<file path="config.mk">
export PLATFORM = sky130hd
export DESIGN_NAME = multicycle_control_unit
export DESIGN_NICKNAME = d
export VERILOG_FILES = /design/src/rtl/multicycle_control_unit.sv
export SDC_FILE = /design/constraint.sdc
export NUM_CORES = 1
export LEC_CHECK = 0
export ABC_AREA = 1
export BUFFER_PORTS_ARGS = -buffer_cell sky130_fd_sc_hd__buf_2
export CAP_MARGIN = 20
export CORE_AREA = 10 10 47 49
export DETAILED_ROUTE_END_ITERATION = 8
export DIE_AREA = 0 0 57 59
export PLACE_DENSITY = 0.89
export SYNTH_ARGS = -nofsm -noshare
export SYNTH_HDL_FRONTEND = slang
export SYNTH_SLANG_ARGS = --single-unit
</file>
<file path="constraint.sdc">
create_clock -name clk -period 1.9 [get_ports clk]
set_input_delay 0.095 -clock clk [delete_from_list [all_inputs] [get_ports clk]]
set_output_delay 0.095 -clock clk [all_outputs]
set_load 0.02 [all_outputs]
</file>
<file path="src/rtl/multicycle_control_unit.sv">
// Control FSM for the multicycle CPU.
// Sequences IF/ID/EXE/MEM/WB and drives datapath controls.
module multicycle_control_unit #(
  parameter int             OP_W    = 6,
  parameter logic [OP_W-1:0] HALT_OP = 6'b111111
) (
  input  logic            clk,
  input  logic            reset,
  input  logic [OP_W-1:0] opcode,
  input  logic            zero,
  output logic [2:0]      state,
  output logic            PCWre,
  output logic            InsMemRW,
  output logic            IRWre,
  output logic [1:0]      Extsel,
  output logic [1:0]      RegOut,
  output logic            RegWre,
  output logic            ALUSrcA,
  output logic            ALUSrcB,
  output logic [2:0]      ALUOp,
  output logic            ALUM2Reg,
  output logic            WrRegData,
  output logic [1:0]      PCSrc,
  output logic            DataMemRW
);

  typedef enum logic [2:0] {
    S_IF    = 3'b000,
    S_ID    = 3'b001,
    S_EXE_M = 3'b010,
    S_MEM   = 3'b011,
    S_WB_L  = 3'b100,
    S_EXE_B = 3'b101,
    S_EXE_A = 3'b110,
    S_WB_A  = 3'b111
  } state_t;

  localparam logic [OP_W-1:0] OP_ADD   = 6'b000000;
  localparam logic [OP_W-1:0] OP_SUB   = 6'b000001;
  localparam logic [OP_W-1:0] OP_ADDI  = 6'b000010;
  localparam logic [OP_W-1:0] OP_OR    = 6'b010000;
  localparam logic [OP_W-1:0] OP_AND   = 6'b010001;
  localparam logic [OP_W-1:0] OP_ORI   = 6'b010010;
  localparam logic [OP_W-1:0] OP_SLL   = 6'b011000;
  localparam logic [OP_W-1:0] OP_SLT   = 6'b100110;
  localparam logic [OP_W-1:0] OP_SLTIU = 6'b100111;
  localparam logic [OP_W-1:0] OP_SW    = 6'b110000;
  localparam logic [OP_W-1:0] OP_LW    = 6'b110001;
  localparam logic [OP_W-1:0] OP_BEQ   = 6'b110100;
  localparam logic [OP_W-1:0] OP_J     = 6'b111000;
  localparam logic [OP_W-1:0] OP_JR    = 6'b111001;
  localparam logic [OP_W-1:0] OP_JAL   = 6'b111010;

  state_t cur, nxt;

  logic is_add, is_sub, is_addi, is_or, is_and;
  logic is_ori, is_sll, is_slt, is_sltiu;
  logic is_sw, is_lw, is_beq, is_j, is_jr, is_jal;
  logic is_r, is_i, is_alu, is_mem, is_halt;

  assign is_add   = opcode == OP_ADD;
  assign is_sub   = opcode == OP_SUB;
  assign is_addi  = opcode == OP_ADDI;
  assign is_or    = opcode == OP_OR;
  assign is_and   = opcode == OP_AND;
  assign is_ori   = opcode == OP_ORI;
  assign is_sll   = opcode == OP_SLL;
  assign is_slt   = opcode == OP_SLT;
  assign is_sltiu = opcode == OP_SLTIU;
  assign is_sw    = opcode == OP_SW;
  assign is_lw    = opcode == OP_LW;
  assign is_beq   = opcode == OP_BEQ;
  assign is_j     = opcode == OP_J;
  assign is_jr    = opcode == OP_JR;
  assign is_jal   = opcode == OP_JAL;
  assign is_halt  = opcode == HALT_OP;

  assign is_r   = is_add | is_sub | is_or | is_and
                | is_sll | is_slt;
  assign is_i   = is_addi | is_ori | is_sltiu;
  assign is_alu = is_r | is_i;
  assign is_mem = is_sw | is_lw;

  assign state = cur;

  // ALU settings for arithmetic ops, held EXE_A through WB_A
  logic [2:0] a_op;
  logic       a_src_a;
  logic       a_src_b;
  logic [1:0] a_ext;

  always_comb begin
    a_op    = 3'b000;
    a_src_a = 1'b0;
    a_src_b = 1'b0;
    a_ext   = 2'b00;
    unique case (1'b1)
      is_sub:   a_op = 3'b001;
      is_or:    a_op = 3'b011;
      is_and:   a_op = 3'b100;
      is_slt:   a_op = 3'b110;
      is_addi: begin
        a_src_b = 1'b1;
        a_ext   = 2'b01;
      end
      is_ori: begin
        a_op    = 3'b011;
        a_src_b = 1'b1;
      end
      is_sltiu: begin
        a_op    = 3'b101;
        a_src_b = 1'b1;
        a_ext   = 2'b01;
      end
      is_sll: begin
        a_op    = 3'b010;
        a_src_a = 1'b1;
        a_ext   = 2'b10;
      end
      default: ;
    endcase
  end

  always_ff @(posedge clk) begin
    if (reset) cur <= S_IF;
    else       cur <= nxt;
  end

  always_comb begin
    nxt = cur;
    unique case (cur)
      S_IF: nxt = S_ID;
      S_ID: begin
        unique case (1'b1)
          is_beq:  nxt = S_EXE_B;
          is_mem:  nxt = S_EXE_M;
          is_alu:  nxt = S_EXE_A;
          is_halt: nxt = S_ID;
          default: nxt = S_IF;
        endcase
      end
      S_EXE_A: nxt = S_WB_A;
      S_WB_A:  nxt = S_IF;
      S_EXE_B: nxt = S_IF;
      S_EXE_M: nxt = S_MEM;
      S_MEM:   nxt = is_sw ? S_IF : S_WB_L;
      S_WB_L:  nxt = S_IF;
      default: nxt = S_IF;
    endcase
  end

  always_comb begin
    PCWre     = 1'b0;
    InsMemRW  = 1'b0;
    IRWre     = 1'b0;
    Extsel    = 2'b00;
    RegOut    = 2'b00;
    RegWre    = 1'b0;
    ALUSrcA   = 1'b0;
    ALUSrcB   = 1'b0;
    ALUOp     = 3'b000;
    ALUM2Reg  = 1'b0;
    WrRegData = 1'b0;
    PCSrc     = 2'b00;
    DataMemRW = 1'b0;
    unique case (cur)
      S_IF: begin
        InsMemRW = 1'b1;
        IRWre    = 1'b1;
      end
      S_ID: begin
        unique case (1'b1)
          is_j: begin
            PCSrc = 2'b11;
            PCWre = 1'b1;
          end
          is_jr: begin
            PCSrc = 2'b10;
            PCWre = 1'b1;
          end
          is_jal: begin
            PCSrc  = 2'b11;
            RegWre = 1'b1;
            PCWre  = 1'b1;
          end
          is_beq, is_mem, is_alu, is_halt: ;
          default: PCWre = 1'b1;
        endcase
      end
      S_EXE_A, S_WB_A: begin
        ALUOp   = a_op;
        ALUSrcA = a_src_a;
        ALUSrcB = a_src_b;
        Extsel  = a_ext;
        if (cur == S_WB_A) begin
          RegWre    = 1'b1;
          WrRegData = 1'b1;
          RegOut    = is_r ? 2'b10 : 2'b01;
          PCWre     = 1'b1;
        end
      end
      S_EXE_B: begin
        ALUOp  = 3'b001;
        Extsel = 2'b01;
        PCWre  = 1'b1;
        PCSrc  = zero ? 2'b01 : 2'b00;
      end
      S_EXE_M, S_MEM, S_WB_L: begin
        ALUSrcB = 1'b1;
        Extsel  = 2'b01;
        if (cur == S_MEM && is_sw) begin
          DataMemRW = 1'b1;
          PCWre     = 1'b1;
        end
        if (cur == S_WB_L) begin
          RegWre    = 1'b1;
          RegOut    = 2'b01;
          WrRegData = 1'b1;
          ALUM2Reg  = 1'b1;
          PCWre     = 1'b1;
        end
      end
      default: ;
    endcase
    // reset aborts any in-flight write
    if (reset) begin
      PCWre     = 1'b0;
      IRWre     = 1'b0;
      RegWre    = 1'b0;
      DataMemRW = 1'b0;
    end
  end

endmodule

</file>
==> impl_metrics.json <==
{
  "status": "complete, no violations",
  "power.density_nw_per_um2": 367,
  "nets": 157,
  "fin_area_um2": 793,
  "grt_pass1_wl_mm": 3.32,
  "die_area_um2": 3360,
  "die_h_um": 59,
  "worst_slew_pin_slew_ns": 0.450,
  "wl_per_cell_um": 12.8,
  "synth_edf_count": 0,
  "fillers": 149,
  "wl_met2_um": 975,
  "grt_max_degree": 12,
  "power.leakage_nw": 0.476,
  "ys_warn_count": 0,
  "synth_nets": 124,
  "syn_area_um2": 607,
  "cts_tree": "yes",
  "hold_buffers": 0,
  "period_share_pct": 87.9,
  "postRouteAntennaNets": 0,
  "critical_path_peak_fanout": 6,
  "maxSlewViolCount": 0,
  "endpoint": "RegWre",
  "setup_tns_ns": 0,
  "core_area_um2": 1400,
  "ioPinCount": 30,
  "largest_reg_flops": 3,
  "ctsResizeCount": 0,
  "ys_seq_area_share_pct": 9.90,
  "hp-class": "in -> reg",
  "ir_worst_vdd_uv": 377,
  "cp.required_ns": 1.80,
  "clockBufferDepth": 2,
  "synth.top_cell.area_share_pct": 12.4,
  "cts_root_buf": "clkbuf_4",
  "worstPathArrival_ns": 1.58,
  "route.vias.total": 833,
  "n_antenna_cell": 0,
  "syn_area_per_cell_um2": 5.42,
  "dr.max_layer_used": "met3",
  "drt-met1-wl_um": 949,
  "slew_headroom_pct": 69.7,
  "cts.clk_slew.worst_paths_ns": 0.04,
  "cap_violations": 0,
  "clock-sinks": 3,
  "synth_top_area_cell": "nand2_1",
  "placed_area_um2": 767,
  "drtIter0Drc": 30,
  "skew_ns": 0.00136,
  "startpoint": "state[1]",
  "finalWorstSetupSlack_ns": 0.230,
  "grt.overflow.total": 0,
  "die_w_um": 57,
  "max_freq_ghz": 0.599,
  "wl_met3_um": 119,
  "hold_viol": 0,
  "grt_pass1_vias": 801,
  "r2r_end": "state[2]",
  "worstSetupPathType": "reg -> out",
  "hold_depth": 2,
  "drive_above_1_share_pct": 36.8,
  "track_usage_pct": 11.3,
  "synth-seq-cells": 3,
  "synth_area_leaders": "nand2_1, nand3_1, dfxtp_1",
  "period_minus_slack_ns": 1.67,
  "netlist_instances": 112,
  "synth.distinct_cells": 23,
  "syn_to_final_growth_pct": 30.7,
  "port_buffers": 29,
  "async_flop_share_pct": 0,
  "holdWs_ns": 0.0758,
  "cts_setup_buffers": 0,
  "hpwl_mm": 1.74,
  "ctsHtreeMaxLevel": 1,
  "dp_slack_ns": 0.486,
  "drc": 0,
  "antenna_found_initial": 0,
  "first_pass_iters": 4,
  "r2r_slack_ns": 0.71,
  "synth_flop_cell": "dfxtp_1",
  "rsz0062_at_grt": "no",
  "setup_viol": 0,
  "end_kind": "output pin",
  "final_util_pct": 56.6,
  "gpl.final_weighted_congestion": 0.930,
  "crit_path_start_kind": "flop",
  "initial_core_util_pct": 43.3,
  "rows": 14,
  "netlist_top_cells_count": "nand2_1, nor2_1, inv_1, nand3_1, a21oi_1",
  "r2r-start": "state[1]",
  "cts_inserted_buffers": 3,
  "wl_mm": 2.05,
  "clock_latency_ns": 0.23,
  "yosysMostFrequentCell": "nand2_1",
  "viasPerCell": 5.21,
  "r2r_cells": 7
}
-- kinds of logic after synthesis --
logic type	count (synthesis)	synth area share, %
AOI/OAI and AO/OA	17	16.5
adders and majority gates	3	6.19
buffers and inverters	22	14.4
DFF	3	9.90
and+or+nand+nor	67	53.0
-- stage by stage --
stage | power, W | std cells
3_5_place_dp | 0.000174 | 156
3_3_place_gp | 0.000173 | 156
2_1_floorplan | 0.000137 | 112
5_1_grt | 0.000313 | 160
4_1_cts | 0.000291 | 160
6_report | 0.000291 | 160
-- worst min-delay path by stage --
stage	from	slack (ns)	end
floorplan	reset	0.16	state[0]
global placement	reset	0.31	state[0]
detailed placement	reset	0.32	state[0]
CTS	reset	0.08	state[0]
global route	reset	0.08	state[0]
finish	reset	0.08	state[0]
-- where the power goes --
group	leakage, nW	internal, W	total, W	switching (W)
Sequential	0.0245	0.0000658	0.0000698	0.00000396
Clock	0.0150	0.0000790	0.000117	0.0000381
Combinational	0.436	0.0000325	0.000105	0.0000720
Total	0.476	0.000177	0.000291	0.000114
-- routing by layer --
metal  track usage, %  up-vias
li1                 -      427
met1             14.7      373
met2             18.4       33
met3             3.22        0
met4             1.34        0
met5                0        -
-- worst max-delay path: stages, from the launching register on --
cell     delay, ns
dfxtp_1       0.36
inv_2         0.13
nand2_2       0.09
nor2_4        0.16
nand3_1       0.11
nor2_1        0.15
a21oi_1       0.08
nor2_1        0.09
buf_2         0.16
-- area by class of cell --
| cell class | instances | area, µm² | share of cell area, % |
|---|---|---|---|
| Sequential cell | 3 | 60.1 | 7.57 |
| Tap cell | 16 | 20.0 | 2.52 |
| Clock buffer | 4 | 26.3 | 3.31 |
| Timing Repair Buffer | 30 | 153 | 19.2 |
| Inverter | 20 | 75.1 | 9.46 |
| Multi-Input combinational cell | 87 | 459 | 57.9 |
-- cell usage in the layout (no fill, tap or decap), types with 3 or more instances in the layout --
cell      instances
ha_1              3
inv_2             6
nor2_1           16
a21oi_1           8
nand3_1          14
dfxtp_1           3
nand2_1          20
nor2_2            5
clkbuf_4          3
o21ai_1           3
inv_1            14
buf_2            29
nand2_2           4
No activity file was read; power rests on OpenSTA's default activity.
